===== src/rtl/instr_encoder.sv =====
// instr_encoder: packs LEGv8 requests into 32-bit words and buffers them in a 2-entry FIFO; INSTR_ENCODER_COUNT_EN adds a pop counter.
module instr_encoder (
    input  logic        clk,
    input  logic        reset,
    input  logic        in_valid,
    output logic        in_ready,
    input  logic [2:0]  in_class,
    input  logic [4:0]  in_rd,
    input  logic [4:0]  in_rn,
    input  logic [4:0]  in_rm,
    input  logic [18:0] in_imm,
    output logic        out_valid,
    input  logic        out_ready,
    output logic [31:0] out_instr,
    output logic        err
`ifdef INSTR_ENCODER_COUNT_EN
    ,
    output logic [15:0] instr_count
`endif
);
    logic [31:0] mem [2];
    logic        rp, wp;
    logic [1:0]  cnt;
    logic [31:0] word;
    logic        legal, push, pop;

    always_comb begin
        word = in_class == 3'd0 ? {11'b10001011000, in_rm, 6'd0, in_rn, in_rd} :
               in_class == 3'd1 ? {11'b11001011000, in_rm, 6'd0, in_rn, in_rd} :
               in_class == 3'd2 ? {11'b10001010000, in_rm, 6'd0, in_rn, in_rd} :
               in_class == 3'd3 ? {11'b10101010000, in_rm, 6'd0, in_rn, in_rd} :
               in_class == 3'd4 ? {11'b11111000010, in_imm[8:0], 2'b00, in_rn, in_rd} :
               in_class == 3'd5 ? {11'b11111000000, in_imm[8:0], 2'b00, in_rn, in_rd} :
               in_class == 3'd6 ? {8'b10110100, in_imm, in_rd} : 32'h0;
        legal     = in_class != 3'b111;
        in_ready  = cnt != 2'd2;
        out_valid = cnt != 2'd0;
        out_instr = out_valid ? mem[rp] : 32'h0;
        push      = in_valid & in_ready & legal;
        pop       = out_valid & out_ready;
    end

    always_ff @(posedge clk or posedge reset) begin
        if (reset) begin
            mem[0] <= '0;
            mem[1] <= '0;
            rp     <= 1'b0;
            wp     <= 1'b0;
            cnt    <= 2'd0;
            err    <= 1'b0;
        end else begin
            err <= in_valid & in_ready & ~legal;
            if (push) begin
                mem[wp] <= word;
                wp      <= ~wp;
            end
            if (pop)
                rp <= ~rp;
            cnt <= cnt + 2'(push) - 2'(pop);
        end
    end

`ifdef INSTR_ENCODER_COUNT_EN
    always_ff @(posedge clk or posedge reset) begin
        if (reset)
            instr_count <= 16'd0;
        else if (pop)
            instr_count <= instr_count + 16'd1;
    end
`endif
endmodule


===== config.mk =====
export PLATFORM = sky130hd
export DESIGN_NAME = instr_encoder
export DESIGN_NICKNAME = d
export VERILOG_FILES = /design/src/rtl/instr_encoder.sv
export SDC_FILE = /design/constraint.sdc
export NUM_CORES = 1
export LEC_CHECK = 0
export CORE_ASPECT_RATIO = 0.9
export CORE_MARGIN = 10
export CORE_UTILIZATION = 25
export DETAILED_ROUTE_END_ITERATION = 12
export PLACE_DENSITY = 0.46
export SYNTH_ARGS = -nofsm -noshare
export SYNTH_HDL_FRONTEND = slang
export SYNTH_SLANG_ARGS = --single-unit
export TNS_END_PERCENT = 50

===== constraint.sdc =====
create_clock -name clk -period 2.68 [get_ports clk]
set_input_delay 0.536 -clock clk [delete_from_list [all_inputs] [get_ports clk]]
set_output_delay 0.536 -clock clk [all_outputs]
set_load 0.01 [all_outputs]

# [Word-level counts from Yosys, hierarchy flattened]
# Index checks and enable logic that the tools add are counted.
# W data, S select, Z words.
[totals] word_cells=45 input_bits=41 regBits=69
[classes] mux=14 add_sub_neg=2 magnitude_cmp=3 eq_ne=8 n_bitwise=9 n_reduce_logical=3
[op_table] cell="$mux W32" count=12
[op_table] cell="$bwmux W64" count=1
[op_table] cell="$demux W32 S1" count=1
[op_table] cell="$eq A3 B3 Y1 const B" count=3
[op_table] cell="$eq A3 B2 Y1 const B" count=2
[op_table] cell="$and A1 B1 Y1" count=4
[op_table] cell="$ge A2 B2 Y1 const B" count=2
[op_table] cell="$not A1 Y2" count=2
[op_table] cell="$eq A3 B1 Y1 const B" count=1
[op_table] cell="$logic_not A3 Y1" count=1
[op_table] cell="$ne A3 B3 Y1 const B" count=1
[op_table] cell="$not A1 Y1" count=3
[op_table] cell="$add A2 B1 Y2" count=1
[op_table] cell="$lt A2 B1 Y1 const B" count=1
[op_table] cell="$ne A2 B2 Y1 const B" count=1
[op_table] cell="$reduce_bool A2 Y1" count=1
[op_table] cell="$sub A2 B1 Y2" count=1
[op_table] cell="$logic_and A1 B1 Y1" count=1

# [Depth between registers and ports, before layout]
[depth] depth_word=9 ltp_mapped=8

# [Least setup slack after synthesis]
# Ideal clock, no wire load.
[synth_timing] path_kind="register to register" startpoint="register cnt[1]" endpoint="register cnt[1]" path_stages_with_launch=9 arrival_time_ns=1.660 slack_ns=0.897 cell_sequence="dfrtp_1 -> nor2_1 -> inv_1 -> and2_1 -> ha_1 -> inv_1 -> ha_1 -> xnor2_1 -> xnor2_1"
[synth_lines] item="start, declared" line_no="23" rtl="logic [1:0] cnt;"
[synth_lines] item="start signal, assigned" line_no="59" rtl="cnt <= cnt + 2'(push) - 2'(pop);"
[synth_lines] item="$reduce_bool A2 Y1" line_no="37" rtl="out_valid = cnt != 2'd0;"
[synth_lines] item="named net out_valid" line_no="12" rtl="output logic out_valid,"
[synth_lines] item="$and A1 B1 Y1" line_no="40" rtl="pop = out_valid & out_ready;"
[synth_lines] item="named net pop" line_no="25" rtl="logic legal, push, pop;"
[synth_lines] item="$sub A2 B1 Y2" line_no="59"
# The timed path passes the listed nets, and every way through them passes these cells.
# A chain may end at the register's enable or synchronous reset.

# [Worst setup path in the final report]
[layout_timing] startpoint="register rp" endpoint="output out_instr[20]"
[layout_between] elab_chain_len=5
[layout_rtl] item="start, declared" line_no="22" rtl="logic rp, wp;"
[layout_rtl] item="start signal, assigned" line_no="58" rtl="rp <= ~rp;"
[layout_rtl] item="$not A1 Y2 (implied by the code)" line_no="38" rtl="out_instr = out_valid ? mem[rp] : 32'h0;"
[layout_rtl] item="$mux W32 (implied by the code) (3 in series)" line_no="38"
[layout_rtl] item="$mux W32" line_no="38"
[layout_rtl] item="end, declared" line_no="14" rtl="output logic [31:0] out_instr,"
# Every way passes these cells. The select of a mux whose other input is x is not followed.

==> impl_metrics.py <==
metrics = {
    "final_layout": {
        "fin_util_pct": 34.6,
        "layout_common_cells": "clkdlybuf4s50_1 (75), dfrtp_1 (68), mux2i_1 (62)",
        "num-nets-final": 442,
        "layout_commonest_cell": "clkdlybuf4s50_1",
        "layout-drive-gt1-share_pct": 16.8,
        "stdcell_area_sq_mm": 0.00505,
        "diodes": 0,
        "area_growth_pct": 36.4,
        "nFillCells": 1484,
    },
    "synthesis": {
        "async_reset_ff_share_pct": 100,
        "synth_area_sq_mm": 0.00370,
        "ys_types": 32,
        "yosysSeqAreaShare_pct": 46.7,
        "syn-instance-count": 321,
        "ys_ff_latch": 69,
        "synth_flop_cell": "dfrtp_1",
        "syn-mean-instance-area_sq_um": 11.5,
        "synth-edff-count": 0,
        "synth_nets": 364,
        "yosys_warnings": 0,
    },
    "clocking": {
        "cts_setup_buffers": 0,
        "cts_htree_levels": 3,
        "clk_path_buf_depth": 2,
        "cts-root-buf": "clkbuf_16",
        "postCtsHoldBufs": 0,
        "cts_sinks": 69,
        "cts_resized": 0,
        "cts_buffers": 9,
        "clk_pin_slew_worst_paths_ns": 0.06,
        "clock_latency_ns": 0.34,
        "cts_tree": "done",
    },
    "drt": {
        "routed_via_density": 4.20,
        "drt-pass1-iter-count": 4,
        "routed_wl_mm": 10.0,
        "vias": 2530,
        "ant_nets": 0,
        "drt_iter0_markers": 65,
        "route.detailed.drc": 0,
        "wire_per_inst_microns": 16.6,
    },
    "worst_setup_path": {
        "path_cells": "buf_12 > mux2i_1 > nor2_1 > clkdlybuf4s50_1",
        "worstPathArrival_ns": 1.96,
        "required_ns": 2.14,
        "crit_type": "register to output pin",
        "rr_endpoint": "cnt[1]",
        "crit_slowest_cell": "dfrtp_2",
        "cp_slowest_stage_delay_ns": 0.54,
        "reg2reg_depth": 9,
        "end_kind": "output pin",
        "r2r_slack_ns": 0.75,
        "rr_startpoint": "cnt[1]",
        "start_kind": "register",
        "cp_max_fo": 18,
    },
    "sta": {
        "final.setup.worst_slack_ns": 0.184,
        "setup_violations": 0,
        "fmax_ghz": 0.401,
        "period_share_pct": 93.1,
        "hold_violations": 0,
        "relSlewSlack_pct": 74.1,
        "rsz0062_at_grt": "no",
        "min_period_ns": 2.50,
        "tns_ns": 0,
        "clock_skew_ns": 0.00948,
        "slew_violations": 0,
        "worstMarginPinSlew_ns": 0.388,
    },
    "min_path": {
        "whs_endpoint": "mem[63]",
        "hold_path_depth": 1,
        "min_path_type": "register to register",
        "worstHoldStart": "mem[63]",
    },
    "placement": {
        "gp_congestion": 0.755,
        "placed_cell_area_sq_mm": 0.00475,
        "port_buffers": 75,
        "dp_hpwl_mm": 7.18,
        "place_ws_ns": 0.450,
    },
    "power_and_ir_drop": {
        "power.switching_mw": 1.99,
        "power.leakage_nw": 2.46,
        "p_clk_share_pct": 20.6,
        "seqPwrFrac_pct": 31.0,
        "p_int_mw": 3.85,
        "combPwrFrac_pct": 48.5,
        "power.share.switching_pct": 34.0,
        "ir_worst_vdd_mv": 0.442,
        "power_density_mw_per_mm2": 1160,
        "total_power_mw": 5.84,
    },
    "floorplanning": {
        "die_h_microns": 135,
        "core_area_sq_mm": 0.0146,
        "die-area_sq_mm": 0.0201,
        "placementRows": 42,
        "start_util_pct": 25.3,
        "die_width_microns": 148,
        "io_pins": 76,
    },
    "global_routing": {
        "grt_max_degree": 70,
        "grt_pass1_vias": 2934,
        "grt_pass1_wl_mm": 16.6,
        "grt.total_usage_pct": 10.6,
        "antenna_found_initial": 0,
        "grt.overflow.total": 0,
    },
    "flow_run": {
        "cap_violations": 0,
    },
    "status": {
        "status": "finished clean",
    },
}
-- critical path: cells and delay by family, from the launching register on --
kind / cells / cell delay, ns
buffers and inverters: 2 / 0.72
DFF: 1 / 0.54
muxes: 1 / 0.29
and+or+nand+nor: 1 / 0.07
-- layer usage --
metal	up-vias	wire, microns	global-route usage [%]
li1	1227	-	-
met1	1231	4900	13.8
met2	65	4320	16.1
met3	7	671	4.31
met4	0	100	2.81
met5	-	0	0
-- state kept, by name, indices dropped and copies added (netlist names) --
register	count
mem	64
cnt	2
err	1
rp	1
wp	1
-- logic make-up (layout without fill, tap and decap cells) --
group | count (synthesis) | in the layout | synth area share (%)
simple gates | 81 | 81 | 12.7
xor+xnor | 5 | 5 | 1.18
flops | 69 | 69 | 46.7
mux | 94 | 94 | 29.3
compound gates | 15 | 15 | 2.27
fa+ha+maj | 2 | 2 | 0.676
buf+inv | 55 | 138 | 7.17
-- worst max path at each step --
stage	startpoint	end	slack (ns)	depth (start not counted)
after global routing	rp	out_instr[20]	0.07	4
after CTS	rp	out_instr[28]	0.15	4
final	rp	out_instr[20]	0.18	4
after global placement	in_class[2]	cnt[1]	0.47	8
after detailed placement	in_class[2]	cnt[1]	0.45	8
after floorplan	reset	cnt[0]	0.40	1
-- cell usage after synthesis (2+ instances only) --
cell | n | area, sq um
nand3b_1 | 5 | 37.5
o21ai_0 | 2 | 10.0
nand2b_1 | 8 | 50.1
nand2_1 | 7 | 26.3
and3b_1 | 5 | 43.8
mux2i_1 | 62 | 621
a21oi_1 | 5 | 25.0
buf_2 | 7 | 35.0
buf_4 | 5 | 37.5
buf_6 | 4 | 45.0
mux2_4 | 28 | 420
o21ai_1 | 2 | 10.0
ha_1 | 2 | 25.0
mux2_2 | 4 | 45.0
xnor2_1 | 4 | 35.0
dfrtp_1 | 69 | 1730
inv_1 | 33 | 124
clkbuf_1 | 4 | 15.0
a31oi_1 | 5 | 31.3
nor2b_1 | 5 | 31.3
and4b_1 | 5 | 50.1
nor2_1 | 40 | 150
-- power by group through the flow --
stage	clock [mW]	sequential, mW	combinational (mW)
global route	1.29	1.88	3.11
CTS	1.24	1.82	2.92
detailed placement	0	1.83	2.91
global placement	0	1.82	2.88
floorplan	0	1.70	1.74
finish	1.20	1.81	2.83
-- area by class of cell --
class | instances | area (sq um) | share of cell area (%)
Clock buffer | 9 | 225 | 4.46
Sequential cell | 69 | 1730 | 34.2
Multi-Input combinational cell | 197 | 1720 | 34.0
Inverter | 33 | 124 | 2.45
Timing Repair Buffer | 89 | 931 | 18.4
Tap cell | 198 | 248 | 4.91
Clock inverter | 7 | 76.3 | 1.51
-- metrics by stage --
step | cells | hold slack (ns)
floorplan | 321 | 0.434
global placement | 586 | 0.451
detailed placement | 586 | 0.454
CTS | 602 | 0.471
global route | 602 | 0.480
finish | 602 | 0.467
Power figures use the tool's default switching activity.
